==> src/rtl/ring_osc_pkg.sv <==
// Shared types and defaults for the ring-oscillator measurement sequencer.
package ring_osc_pkg;

  typedef enum logic [1:0] {
    ST_IDLE   = 2'd0,
    ST_SETTLE = 2'd1,
    ST_GATE   = 2'd2,
    ST_REPORT = 2'd3
  } state_t;

  localparam int DEF_NUM_RO     = 4;
  localparam int DEF_CNT_W      = 16;
  localparam int DEF_GATE_W     = 16;
  localparam int DEF_SETTLE_CYC = 8;
  localparam int MIN_SETTLE_CYC = 4;

endpackage

==> src/rtl/ring_osc_meas_ctrl_sync_edge_det.sv <==
// Two-flop synchronizer for one asynchronous oscillator output, plus a rising-edge pulse.
module sync_edge_det (
  input  logic clk,
  input  logic rst_n,
  input  logic d,
  output logic rise
);

  logic s1, s2, s3;

  always_ff @(posedge clk or negedge rst_n) begin
    if (!rst_n) begin
      s1 <= 1'b0;
      s2 <= 1'b0;
      s3 <= 1'b0;
    end else begin
      s1 <= d;
      s2 <= s1;
      s3 <= s2;
    end
  end

  assign rise = s2 & ~s3;

endmodule

==> src/rtl/ring_osc_meas_ctrl.sv <==
// Sequences enable/settle/gate/report over a bank of ring oscillators and counts
// synchronized rising edges of the selected oscillator during the gate window.
module ring_osc_meas_ctrl
  import ring_osc_pkg::*;
#(
  parameter int NUM_RO       = DEF_NUM_RO,
  parameter int CNT_W        = DEF_CNT_W,
  parameter int GATE_W       = DEF_GATE_W,
  parameter int SETTLE_CYC   = DEF_SETTLE_CYC,
  localparam int IDX_W       = (NUM_RO > 1) ? $clog2(NUM_RO) : 1
) (
  input  logic              clk,
  input  logic              rst_n,
  input  logic              start,
  input  logic              sweep,
  input  logic [IDX_W-1:0]  ro_sel,
  input  logic [GATE_W-1:0] gate_len,
  input  logic [NUM_RO-1:0] ro_in,
  output logic [NUM_RO-1:0] ro_en,
  output logic              busy,
  output logic              done,
  output logic [CNT_W-1:0]  result,
  output logic [IDX_W-1:0]  result_idx,
  output logic              overflow,
  output logic [1:0]        dbg_state
);

  localparam int SETTLE_EFF = (SETTLE_CYC < MIN_SETTLE_CYC) ? MIN_SETTLE_CYC : SETTLE_CYC;
  localparam int SET_W      = $clog2(SETTLE_EFF + 1);
  localparam int TMR_W      = (GATE_W > SET_W) ? GATE_W : SET_W;
  localparam logic [IDX_W-1:0]  LAST_IDX = IDX_W'(NUM_RO - 1);
  localparam logic [NUM_RO-1:0] ONE_HOT0 = NUM_RO'(1);

  state_t              state;
  logic [IDX_W-1:0]    idx;
  logic                sweep_q;
  logic [GATE_W-1:0]   gate_q;
  logic [TMR_W-1:0]    tmr;
  logic [CNT_W-1:0]    cnt;
  logic                ovf;
  logic [NUM_RO-1:0]   rise;
  logic [CNT_W-1:0]    cnt_nxt;
  logic                ovf_nxt;
  logic [IDX_W-1:0]    start_idx;

  for (genvar i = 0; i < NUM_RO; i++) begin : g_sync
    sync_edge_det u_sync (
      .clk  (clk),
      .rst_n(rst_n),
      .d    (ro_in[i]),
      .rise (rise[i])
    );
  end

  // Saturating edge count for the current gate cycle; overflow marks a lost edge.
  always_comb begin
    cnt_nxt = cnt;
    ovf_nxt = ovf;
    if (rise[idx]) begin
      if (&cnt) ovf_nxt = 1'b1;
      else      cnt_nxt = cnt + CNT_W'(1);
    end
  end

  always_comb begin
    start_idx = '0;
    if (!sweep) start_idx = (ro_sel > LAST_IDX) ? LAST_IDX : ro_sel;
  end

  // start is a request accepted only in IDLE; busy acts as the not-ready indication.
  always_ff @(posedge clk or negedge rst_n) begin
    if (!rst_n) begin
      state      <= ST_IDLE;
      idx        <= '0;
      sweep_q    <= 1'b0;
      gate_q     <= '0;
      tmr        <= '0;
      cnt        <= '0;
      ovf        <= 1'b0;
      ro_en      <= '0;
      busy       <= 1'b0;
      done       <= 1'b0;
      result     <= '0;
      result_idx <= '0;
      overflow   <= 1'b0;
    end else begin
      done <= 1'b0;
      case (state)
        ST_IDLE: begin
          if (start) begin
            sweep_q <= sweep;
            idx     <= start_idx;
            gate_q  <= gate_len;
            tmr     <= TMR_W'(SETTLE_EFF - 1);
            cnt     <= '0;
            ovf     <= 1'b0;
            ro_en   <= ONE_HOT0 << start_idx;
            busy    <= 1'b1;
            state   <= ST_SETTLE;
          end
        end
        ST_SETTLE: begin
          cnt <= '0;
          ovf <= 1'b0;
          if (tmr == '0) begin
            if (gate_q == '0) begin
              ro_en      <= '0;
              done       <= 1'b1;
              result     <= '0;
              overflow   <= 1'b0;
              result_idx <= idx;
              state      <= ST_REPORT;
            end else begin
              tmr   <= TMR_W'(gate_q - GATE_W'(1));
              state <= ST_GATE;
            end
          end else begin
            tmr <= tmr - TMR_W'(1);
          end
        end
        ST_GATE: begin
          cnt <= cnt_nxt;
          ovf <= ovf_nxt;
          if (tmr == '0) begin
            ro_en      <= '0;
            done       <= 1'b1;
            result     <= cnt_nxt;
            overflow   <= ovf_nxt;
            result_idx <= idx;
            state      <= ST_REPORT;
          end else begin
            tmr <= tmr - TMR_W'(1);
          end
        end
        ST_REPORT: begin
          if (sweep_q && (idx != LAST_IDX)) begin
            idx   <= idx + IDX_W'(1);
            ro_en <= ONE_HOT0 << (idx + IDX_W'(1));
            tmr   <= TMR_W'(SETTLE_EFF - 1);
            cnt   <= '0;
            ovf   <= 1'b0;
            state <= ST_SETTLE;
          end else begin
            busy  <= 1'b0;
            state <= ST_IDLE;
          end
        end
        default: state <= ST_IDLE;
      endcase
    end
  end

  assign dbg_state = state;

endmodule
==> config.mk <==
export PLATFORM = sky130hd
export DESIGN_NAME = ring_osc_meas_ctrl
export DESIGN_NICKNAME = d
export VERILOG_FILES = /design/src/rtl/ring_osc_pkg.sv /design/src/rtl/ring_osc_meas_ctrl_sync_edge_det.sv /design/src/rtl/ring_osc_meas_ctrl.sv
export SDC_FILE = /design/constraint.sdc
export NUM_CORES = 1
export LEC_CHECK = 0
export ABC_AREA = 0
export CAP_MARGIN = 30
export CORE_ASPECT_RATIO = 1.1
export CORE_UTILIZATION = 30
export CTS_CLUSTER_DIAMETER = 120
export CTS_CLUSTER_SIZE = 30
export DETAILED_ROUTE_END_ITERATION = 8
export SYNTH_ARGS = -nofsm -noshare
export SYNTH_HDL_FRONTEND = slang
export SYNTH_SLANG_ARGS = --single-unit
==> constraint.sdc <==
create_clock -name clk -period 3.4 [get_ports clk]
set_input_delay 0.51 -clock clk [delete_from_list [all_inputs] [get_ports clk]]
set_output_delay 0.51 -clock clk [all_outputs]
set_load 0.01 [all_outputs]
# After elaboration in Yosys (flattened, before gate mapping)
# Index checks and enable logic that the tools add are counted.
# totals
ff_bits	91
inputBits	26
output_inout_bits	27
word_cells	122
# classes
add_sub_neg	4
n_lt_le_gt_ge	2
eq_ne	12
n_shift	2
n_mux	54
bitwise_logic	8
n_reduce_logical	15
# ops
cell	n
16-bit two-way mux	12
16-bit case mux with 4 select lines	2
16-bit zero test	2
16-bit case mux with 2 select lines	1
16-bit by 1-bit subtractor with 16-bit output, second input constant	2
2-bit two-way mux	10
4-bit two-way mux	5
16-bit by 1-bit adder with 16-bit output, second input constant	1
2-bit != test, second input constant	8
4-bit case mux with 4 select lines	1
16-bit AND reduction	1
1-bit two-way mux	15
3-bit AND reduction	3
2-bit case mux with 2 select lines	2
2-bit case mux with 4 select lines	1
4-bit AND reduction	2
1-bit by 2-bit left shift with 4-bit output, first input constant	2
1-bit case mux with 2 select lines	3
5-bit AND reduction	1
1-bit AND	4
2-bit equality test, second input constant	2
1-bit inverter	4
1-bit case mux with 4 select lines	1
2-bit AND reduction	2
other kinds (9)	10

# Logic depth before layout (Yosys ltp)
# depth
depth_word	7
mapped_depth	10
ltp_nobuf	8

# Cells and area by module
# Synthesis repeated with hierarchy kept, for this count alone.
# unflattened
cells_unflattened	471
area_unflattened_um2	4804.6
# by_module_without_submodules
module	n_inst	cells_each	area_per_inst_um2	seq_area_each_um2
ring_osc_meas_ctrl	1	455	4449.3	1976.9
sync_edge_det	4	4	88.8	75.1

# Worst setup path after synthesis
# OpenSTA, ideal clock, no wires.
# synth_path
path_kind	flip-flop to flip-flop
from	reg tmr[0]
to	reg result[14]
setup_time_ns	0.074
arrival_ns	2.485
required_time_ns	3.326
setup_slack_ns	0.840
stages_incl_launch_ff	9
path_buffers	2
period_less_slack_ns	2.560
path_cell_list	dfrtp_1 inv_1 ha_1 or4b_2 or4_4 buf_6 or3_4 buf_6 o21ai_2
# synth_between
elab_chain_cells	3
word_cells_on_any_way	4
cone_classes	2 x eq/ne; 2 x reduce/logical
# synth_rtl
element	line_no	source
start, declared	ring_osc_meas_ctrl.sv:38	logic [TMR_W-1:0] tmr;
start signal, assigned	ring_osc_meas_ctrl.sv:94	tmr <= TMR_W'(SETTLE_EFF - 1);
start signal, assigned	ring_osc_meas_ctrl.sv:114	tmr <= TMR_W'(gate_q - GATE_W'(1));
start signal, assigned	ring_osc_meas_ctrl.sv:118	tmr <= tmr - TMR_W'(1);
16-bit zero test *	ring_osc_meas_ctrl.sv:105, ring_osc_meas_ctrl.sv:124	
2-bit != test (no source line)	--	
4-bit AND reduction (no source line) *	--	
end signal, assigned	ring_osc_meas_ctrl.sv:127	result <= cnt_nxt;
end, declared	ring_osc_meas_ctrl.sv:22	output logic [CNT_W-1:0] result,
# Mark *: on every way between the ends. The rest lies on a longest branch, timed or not.
# A chain may end at the register's enable or synchronous reset.

# Worst setup path after layout
# layout_path
from	reg tmr[0]
to	reg tmr[0]
# layout_between
elab_chain_cells	3
word_cells_on_any_way	8
cone_classes	1 x add/sub; 2 x eq/ne; 3 x mux; 2 x reduce/logical
# layout_rtl
element	line_no	source
16-bit by 1-bit subtractor with 16-bit output / 16-bit zero test (equally long branches)	--	
16-bit two-way mux (tied with other cells)	ring_osc_meas_ctrl.sv:124	if (tmr == '0) begin
16-bit case mux with 4 select lines / 4-bit AND reduction (equally long branches)	--	
# Parallel ways exist; a longest one is shown, timed or not. The select of a mux whose other input is x is not followed.

==> impl_metrics.yaml <==
synthesis:
  synth_simple_gate_area_frac: 0.184
  syn_area_per_cell_um2: 9.75
  synth_fa_ha_area_frac: 0.0254
  yosys-top-cells-count: "dfrtp_1 (91), nand2_1 (57), o21ai_0 (43)"
  syn-instance-count: 505
  synth_nets: 541
  synth_enable_flop_cells: 0
  yosys.area.top_type_share: 0.462
  synth_top_family_by_area: "simple AND/OR/NAND/NOR gates"
  yosysWarnings: 0
  synth_area_leader_cell: "dfrtp_1"
  synth_ff_type: "dfrtp_1"
  synth_compound_area_frac: 0.160
  synth-xor-area-share: 0.0445
  synth_seq_area_share: 0.462
  ys_top_cells_by_area: "dfrtp_1 (46%), mux2_2 (4.8%), o21ai_0 (4.4%)"
  synth_seq_cells: 91
  ys_async_sr_fraction: 1.00
  synthMuxAreaShare: 0.0877
  synth_area_um2: 4920
  yosysUniqueCellTypes: 57
  synthMostInstantiatedCell: "dfrtp_1"
clocking:
  clk_path_buf_depth: 2
  cts_tree: "built"
  cts_setup_buffers: 0
  clock_latency_ns: 0.35
  clk_pin_slew_ns: 0.06
  hold_buffers: 0
  htreeDepth: 3
  cts.sinks: 91
  cts_root_buffer: "clkbuf_16"
  cts_resized: 0
  cts-buffers-inserted: 9
die:
  row_count: 48
  die_w_um: 124
  coreArea_um2: 15900
  initial_core_util: 0.311
  dieArea_um2: 16900
  dieHeight_um: 136
  ioPinCount: 53
flow_run:
  maxCapViolCount: 0
routing:
  wirelength_mm: 11.5
  ant_nets: 0
  first_iter_violations: 274
  viasPerCell: 5.19
  avgRoutedWirePerCell_um: 15.3
  vias: 3913
  dr.pass1.iters: 4
  drc: 0
timing:
  finalSetupViolCount: 0
  fmax_mhz: 358
  finalCritPeriodShare: 0.821
  skew_ns: 0.00805
  rsz0062_at_grt: "no"
  finalSetupTns_ns: 0
  worst_pin_slew_ns: 0.848
  min_period_ns: 2.79
  drv_slew: 0
  hold_slack_ns: 0.0555
  relSlewSlack: 0.435
  hold_viol: 0
worst_setup_path:
  cpMaxStageDelayCell: "or4b_2"
  crit_type: "reg2reg"
  worstSetupStartpointType: "flop"
  critPathArrivalTime_ns: 3.05
  crit_chain: "inv_1 -> ha_1 -> or4b_2 -> nor4_4 -> nand2_1 -> o22ai_1 -> o21ai_0 -> o21ai_0"
  critical_path.max_stage_delay_ns: 0.68
  cp-end-kind: "flop"
  crit_fanout: 10
  r2r-start: "tmr[0]$_DFFE_PN0P_"
  critPathMostFrequentCell: "o21ai_0"
  required_ns: 3.66
  cp-startpoint: "tmr[0]$_DFFE_PN0P_"
pwr:
  ir_drop_mv: 0.405
  power.leakage_nw: 2.39
  powerDensity_nw_per_um2: 821
layout:
  regArea_um2: 2280
  area.growth.synth_to_final_pct: 21.8
  fin_nets: 586
  nFillCells: 1590
  multi_input_area_um2: 2470
  fin_util: 0.378
  drive_above_1_share: 0.126
  n_antenna_cell: 0
place:
  dpl.hpwl_mm: 8.23
  gp_congestion: 0.864
  io_buffers: 52
global_routing:
  grt_pass1_vias: 3834
  grt_pass1_wl_mm: 19.3
  grt_max_degree: 38
  overflow: 0
  antenna_found_initial: 0
  track_usage: 0.147
worst_hold_path:
  hold_class: "in2async"
run_status:
  status: "finished clean"
-- area by class of cell --
class                      instances  area share
clock buffer                       9      0.0376
inverter                          14     0.00876
sequential                        91       0.380
tap                              200      0.0417
clock inverter                     6      0.0227
timing repair buffer              61      0.0976
multi-input combinational        373       0.412
-- flip-flops by register name (all words and copies together) (netlist names) --
| signal | cells |
|---|---|
| result_idx | 2 |
| dbg_state | 2 |
| gate_q | 16 |
| g_sync.u_sync.s3 | 4 |
| idx | 2 |
| result | 16 |
| ovf | 1 |
| g_sync.u_sync.s2 | 4 |
| cnt | 16 |
| busy | 1 |
| g_sync.u_sync.s1 | 4 |
| ro_en | 4 |
| overflow | 1 |
| done | 1 |
| tmr | 16 |
| sweep_q | 1 |
-- logic make-up (layout without fill, tap and decap cells) --
logic type | after synthesis | count (layout)
AO/OA/AOI/OAI | 119 | 119
AND/OR/NAND/NOR | 181 | 181
flip-flops | 91 | 91
multiplexers | 38 | 38
XOR/XNOR | 25 | 25
adder cells (fa/ha/maj) | 10 | 10
buffers and inverters | 41 | 90
-- per-stage QoR --
stage / total power (W) / worst slack, ns / cell area [um^2] / cells
5_1_grt: 0.00525 / 0.427 / 6000 / 754
4_1_cts: 0.00495 / 0.667 / 6000 / 754
6_report: 0.00493 / 0.607 / 6000 / 754
2_1_floorplan: 0.00311 / 0.840 / 4920 / 505
3_5_place_dp: 0.00371 / 0.685 / 5640 / 739
3_3_place_gp: 0.00365 / 0.729 / 5640 / 739
-- critical path: cells and delay by family (launching register included) --
kind / cells / cell delay [ns]
compound gates: 3 / 0.46
fa+ha+maj: 1 / 0.14
buf+inv: 1 / 0.10
flops: 1 / 0.40
simple gates: 3 / 1.60
-- metal layers --
metal,up-vias,track usage,part of all wire,wire length [um]
met1,1903,0.186,0.43,4980
met3,13,0.0327,0.042,478
met5,-,0,0,0
met2,87,0.246,0.51,5910
li1,1910,-,-,-
met4,0,0.0450,0.012,139
-- placed cells by master, fill, tap and decap left out, types with 3 or more instances in the layout --
cell,n
a21o_1,3
a21oi_1,14
a22o_1,10
a22oi_1,3
a31oi_1,6
buf_4,10
bufinv_16,4
clkbuf_16,9
clkdlybuf4s50_1,51
dfrtp_1,91
ha_1,10
inv_1,13
mux2_2,21
mux2i_1,15
nand2_1,57
nand2b_1,10
nand3_1,10
nand4_1,4
nor2_1,42
nor2b_1,6
nor3_1,19
nor3b_1,3
nor4_1,8
o21ai_0,43
o21ai_2,11
o22ai_1,6
o32ai_1,3
o41ai_1,3
or4_1,6
xnor2_1,16
xor2_1,9
-- report_power, final --
part / leakage, nW / switching (W) / internal (W) / total [W]
registers: 1.18 / 0.000275 / 0.00133 / 0.00160
logic: 1.04 / 0.00125 / 0.000864 / 0.00211
clock network: 0.172 / 0.000417 / 0.000791 / 0.00121
-- final timing paths --
| path | to | slack [ns] | cells past startpoint |
|---|---|---|---|
| worst min register to register | g_sync[0].u_sync.s2$_DFF_PN0_ | 0.35 | 0 |
| worst min-delay path | result[4]$_DFFE_PN0P_ | 0.06 | 1 |
| max in group asynchronous | gate_q[9]$_DFFE_PN0P_ | 2.55 | 2 |
| worst max-delay path | tmr[0]$_DFFE_PN0P_ | 0.61 | 8 |
| min in group clk | g_sync[0].u_sync.s2$_DFF_PN0_ | 0.35 | 0 |
| worst max register to register | tmr[0]$_DFFE_PN0P_ | 0.61 | 8 |
(Power assumes the default switching activity.)
